File: src/rtl/regfile_demux.sv
// Register file with a one-hot write demultiplexer, two combinational read
// ports and write-first bypass from the WB write port to the ID read ports.

module regfile_demux_reg #(
    parameter int WIDTH = 32
) (
    input  logic             clk,
    input  logic             rst,
    input  logic             en,
    input  logic [WIDTH-1:0] d,
    output logic [WIDTH-1:0] q
);
    always_ff @(posedge clk or posedge rst) begin
        if (rst)     q <= '0;
        else if (en) q <= d;
    end
endmodule

module regfile_demux #(
    parameter int WIDTH     = 32,
    parameter int ADDR_BITS = 5,
    parameter int ZERO_REG  = 1
) (
    input  logic                    CLK,
    input  logic                    RST,
    input  logic                    WE,
    input  logic [ADDR_BITS-1:0]    WADDR,
    input  logic [WIDTH-1:0]        WDATA,
    input  logic [ADDR_BITS-1:0]    RADDR_A,
    input  logic [ADDR_BITS-1:0]    RADDR_B,
    output logic [WIDTH-1:0]        RDATA_A,
    output logic [WIDTH-1:0]        RDATA_B,
    output logic [2**ADDR_BITS-1:0] WR_ONEHOT
);
    localparam int NREGS = 2**ADDR_BITS;

    logic [NREGS-1:0]            en;
    logic [NREGS-1:0][WIDTH-1:0] regs;
    logic                        wr_live;
    logic                        byp_a;
    logic                        byp_b;

    // With ZERO_REG set, slot 0 has no storage and its enable is tied off.
    for (genvar i = 0; i < NREGS; i++) begin : g_reg
        if (ZERO_REG != 0 && i == 0) begin : g_zero
            assign en[i]   = 1'b0;
            assign regs[i] = '0;
        end else begin : g_flop
            assign en[i] = WE && (WADDR == ADDR_BITS'(i));
            regfile_demux_reg #(.WIDTH(WIDTH)) u_reg (
                .clk (CLK),
                .rst (RST),
                .en  (en[i]),
                .d   (WDATA),
                .q   (regs[i])
            );
        end
    end

    always_ff @(posedge CLK or posedge RST) begin
        if (RST) WR_ONEHOT <= '0;
        else     WR_ONEHOT <= en;
    end

    // WE gates every bypass term, so X on WADDR/WDATA is harmless while idle.
    assign wr_live = WE && ((ZERO_REG == 0) || (WADDR != '0));
    assign byp_a   = wr_live && (WADDR == RADDR_A);
    assign byp_b   = wr_live && (WADDR == RADDR_B);

    always_comb begin
        RDATA_A = regs[RADDR_A];
        if (byp_a) RDATA_A = WDATA;
        if (RST)   RDATA_A = '0;
    end

    always_comb begin
        RDATA_B = regs[RADDR_B];
        if (byp_b) RDATA_B = WDATA;
        if (RST)   RDATA_B = '0;
    end
endmodule
File: config.mk
export PLATFORM = sky130hd
export DESIGN_NAME = regfile_demux
export DESIGN_NICKNAME = d
export VERILOG_FILES = /design/src/rtl/regfile_demux.sv
export SDC_FILE = /design/constraint.sdc
export NUM_CORES = 2
export LEC_CHECK = 0
export CAP_MARGIN = 25
export CORE_MARGIN = 2
export CORE_UTILIZATION = 55
export CTS_BUF_LIST = sky130_fd_sc_hd__clkbuf_8
export CTS_CLUSTER_SIZE = 16
export DETAILED_ROUTE_END_ITERATION = 12
export PLACE_DENSITY = 0.74
export SLEW_MARGIN = 5
export SYNTH_ARGS = -nofsm -noshare
export SYNTH_HDL_FRONTEND = slang
export SYNTH_SLANG_ARGS = --single-unit
File: constraint.sdc
create_clock -name CLK -period 67.3 [get_ports CLK]
set_input_delay 16.825 -clock CLK [delete_from_list [all_inputs] [get_ports CLK]]
set_output_delay 16.825 -clock CLK [all_outputs]
set_load 0.01 [all_outputs]
* Word-level counts from Yosys, hierarchy flattened *
Cells that the tools add are included.

storage, ports and cells
  word-level logic and storage cells = 110
  bits in registers = 1023
  output and inout port bits = 96
  input port bits = 50

operators by class
  multiplexer cells = 8
  order comparisons = 2
  equal/unequal tests = 33
  reduce and logical (&&, ||, !) cells = 35

operator list
  kind                                                 number
  binary-select mux 32 bit (select 5 bit)              2
  two-way mux 32 bit                                   6
  equality test 5 bit, second input constant           16
  equality test 5 x 4 -> 1 bit, second input constant  8
  logical AND 1 bit                                    34
  equality test 5 x 3 -> 1 bit, second input constant  4
  < comparator 5 x 6 -> 1 bit, second input constant   2
  equality test 5 x 2 -> 1 bit, second input constant  2
  equality test 5 bit                                  2
  equality test 5 x 1 -> 1 bit, second input constant  1
  nonzero test 5 bit                                   1

* Longest topological paths before layout *
  word-level depth = 5
  gate-level depth with buffers = 9
  mapped depth without buffers = 5

* Modules after synthesis *
A second synthesis with hierarchy kept.

unflattened totals
  cells, all modules = 3819
  area total of the unflattened synthesis = 60297.8 um2

modules (own cells, without submodules)
  module             instances  area each (um2)  cells each  sequential area each (um2)
  regfile_demux_reg  31         1348.8           69          800.8
  regfile_demux      1          18485.2          1680        775.7

* Worst setup path after synthesis *
No wires, ideal clock.

  path kind = input to output
  from = input port RST
  to = output port RDATA_A[31]
  cell stages on the path = 4
  buffers on the path = 2
  slack = 9584 ps
  arrival = 40891 ps
  data required time = 50475 ps
  path through = clkbuf_1 clkbuf_1 inv_1 o221a_1

on the way
  cells in the longest elaborated chain, start to end = 1

ends and longest elaborated chain
  what                RTL line  RTL
  start, declared     25        input logic RST,
  two-way mux 32 bit  73        if (RST) RDATA_A = '0;
  end, declared       31        output logic [WIDTH-1:0] RDATA_A,

Every way passes these cells.

* Final worst setup path *
  from = input port RADDR_B[1]
  to = output port RDATA_B[30]

on the way
  cells in the longest elaborated chain, start to end = 4
  elaborated cells between the ends (all ways) = 6
  classes of those cells = 1 x eq/ne; 4 x mux; 1 x reduce/logical

ends and longest elaborated chain
  what                                                                            RTL line  RTL
  start, declared                                                                 30        input logic [ADDR_BITS-1:0] RADDR_B,
  binary-select mux 32 bit (select 5 bit) or equality test 5 bit (tied branches)  77, 68
  two-way mux 32 bit (implied by the code) or logical AND 1 bit (tied branches)   77, 68
  two-way mux 32 bit (*)                                                          78        if (byp_b) RDATA_B = WDATA;
  two-way mux 32 bit (*)                                                          79        if (RST) RDATA_B = '0;
  end, declared                                                                   32        output logic [WIDTH-1:0] RDATA_B,

Mark *: on every way between the ends. The rest lies on a longest branch, timed or not. The select of a mux whose other input is x is not followed.

==> summary.md <==
| Metric | Value |
|---|---|
| Setup_tns | `0 ns` |
| Overflow left after global routing | `0` |
| Routed via count | `37018` |
| Vias per inst | `6.99` |
| Origin of the worst setup path | `RADDR_B[1]` |
| IO Count | `146` |
| CP required | `50.48 ns` |
| # Max-Cap Violations | `0` |
| Finished Core Util | `61.1%` |
| Crit Path Max Fanout | `56` |
| Hold crit path type | `register to register` |
| GPL Wtd Cong | `0.845` |
| Max Slew Vio Count | `0` |
| LEAKAGE | `26.8 nW` |
| Worst R2R Start | `g_reg[17].g_flop.u_reg.q[20]$_DFFE_PP0P_` |
| Layout cells sized above 1 | `48.9%` |
| # rows | `116` |
| RSZ-0062 raised after global routing | `no` |
| Cts hold-fix bufs | `0` |
| Initial antenna violation count | `5` |
| Yosys reg bits | `1023` |
| First-pass detailed-route iteration total | `6` |
| Initial core utilization | `55.4%` |
| Asr flop ratio synth | `100%` |
| Status | `complete, no violations` |
| Die Area | `103000 um2` |
| Final Skew | `0 ns` |
| CTS tree | `yes` |
| GR Util All Layers | `34.2%` |
| Fillers | `7566` |
| Cts repair resizes | `0` |
| Placement Setup Slack | `28.54 ns` |
| Pwr dens | `28.6 nW/um2` |
| Distinct cells, synth | `56` |
| Commonest non-fill, non-tap cell in the layout | `mux2_2` |
| # setup viols final | `0` |
| Core box area | `99900 um2` |
| Antenna viol nets, final | `0` |
| Final Hold Vio Count | `0` |
| Cells after Synth | `3828` |
| Crit path launch type | `input port` |
| CTS Buf Count | `173` |
| Worst-Margin Slew | `1.09 ns` |
| Clk pin slew, worst setup/hold paths | `0.05 ns` |
| Top cell type's share of synthesized area | `46.3%` |
| Dominant cells by area after synthesis | `dfrtp_1, mux2_2, mux4_2` |
| Max VDD drop | `0.0186 mV` |
| Final min period | `38.85 ns` |
| HPWL after DPL | `101000 um` |
| DRC Markers | `0` |
| WHS | `0.507 ns` |
| Htree depth | `4` |
| Initial drt markers | `3920` |
| Synthesis warning total | `0` |
| Largest net degree at the start of global routing | `123` |
| Final critical-path share of the clock period | `57.7%` |
| Tot Pwr | `1.75 mW` |
| Total routed wirelength | `175000 um` |
| Syn Area/Cell | `14.5 um2` |
| Register area share after synthesis | `46.3%` |
| Die Y-Extent | `321 um` |
| Slew HR | `26.9%` |
| Chip Width | `321 um` |
| Clock root cell | `clkbuf_8` |
| Worst endpoint data arrival time | `22.02 ns` |
| Synth Flop Type | `dfrtp_1` |
| Port buffer count | `144` |
| Clk buf depth | `3` |
| Num Clock Sinks | `1023` |
| Post-Syn Nets | `3878` |
| Nets | `3920` |
| EDFF count, synth | `0` |
| Latest clock arrival within the worst-skew pair | `0.83 ns` |
| Crit path capture type | `output port` |
| Area leader, netlist | `dfrtp_1` |
| First-pass GRT wire length | `257000 um` |
| Worst Setup Path Type | `input port to output port` |
| Fmax | `0.0257 GHz` |
| Worst setup margin | `28.45 ns` |
| Synth Cell Area | `55300 um2` |
| Post-CTS setup buffers | `0` |
| HP Start | `g_reg[17].g_flop.u_reg.q[25]$_DFFE_PP0P_` |
| Most frequent cells in the layout | `mux2_2, dfrtp_1, mux4_2` |
| WL per Instance | `33.0 um` |
| Vias in the first global route | `37960` |
| Synthesis-to-layout area growth | `10.2%` |
==> path summary, 6_finish.rpt <==
check / end / slack, ns / cells past startpoint
worst max-delay path: RDATA_B[30] / 28.45 / 10
worst min-delay path: g_reg[17].g_flop.u_reg.q[25]$_DFFE_PP0P_ / 0.51 / 1
worst max register to register: g_reg[17].g_flop.u_reg.q[20]$_DFFE_PP0P_ / 66.48 / 1
worst min register to register: g_reg[17].g_flop.u_reg.q[25]$_DFFE_PP0P_ / 0.51 / 1
max in group asynchronous: g_reg[18].g_flop.u_reg.q[25]$_DFFE_PP0P_ / 47.65 / 7
min in group asynchronous: g_reg[14].g_flop.u_reg.q[29]$_DFFE_PP0P_ / 16.84 / 3
==> worst max-delay path: stages <==
cell and delay (ns):
buf_8 0.43, buf_4 0.72, buf_4 0.90, buf_4 0.80
mux4_2 0.35, mux2i_1 0.06, nand2_1 0.09, o311ai_1 0.11
a311oi_1 0.86, clkdlybuf4s50_1 0.69
==> final cells by class <==
class	instances	area, um2	area share, %
clock inverter	87	499	0.818
sequential	1023	25600	42.0
antenna	4	10.0	0.0164
multi-input combinational	2369	27600	45.2
clock buffer	209	2880	4.72
timing repair buffer	285	2720	4.46
tap	1298	1620	2.66
inverter	18	75.1	0.123
==> cells in the mapped netlist, types with 29 or more instances <==
master,n
mux2_2,1139
dfrtp_1,1023
mux4_2,365
mux2i_1,210
buf_2,171
clkbuf_1,153
nor2_1,95
o22ai_1,87
nor3_1,73
nand2_1,66
a221oi_1,63
buf_4,57
a22oi_1,48
buf_6,30
o21ai_0,29
==> layer usage <==
| metal | vias up | global-route usage (%) | part of all wire, % |
|---|---|---|---|
| met5 | - | 0 | 0.0074 |
| met4 | 2 | 18.2 | 5.9 |
| met3 | 562 | 8.76 | 9.8 |
| met2 | 2104 | 52.3 | 46 |
| met1 | 19539 | 45.1 | 39 |
| li1 | 14811 | - | - |
==> sequential cells by signal (all words and copies together), names as in the netlist <==
name,flops
WR_ONEHOT,31
g.g_flop.u_reg.q,992
==> stage by stage <==
| stage | instances | instance area, um2 |
|---|---|---|
| after floorplan | 3828 | 55300 |
| after global placement | 4977 | 57300 |
| after detailed placement | 4981 | 57400 |
| after CTS | 5277 | 60700 |
| after global routing | 5292 | 61000 |
| final | 5293 | 61000 |
==> report_power, final <==
group / internal (mW) / switching, mW / leakage [nW]
sequential: 0.733 / 0.0842 / 13.1
clock: 0.292 / 0.263 / 1.93
combinational: 0.222 / 0.152 / 11.7
==> kinds of logic (layout without fill, tap and decap cells) <==
logic type	after synthesis	count (layout)	synth area share, %
XOR/XNOR	10	10	0.158
AND/OR/NAND/NOR	292	292	2.48
other	1	5	0.00678
AO/OA/AOI/OAI	336	336	4.60
flip-flops	1023	1023	46.3
buffers and inverters	436	599	4.20
multiplexers	1730	1730	42.3
(Power assumes the default switching activity.)
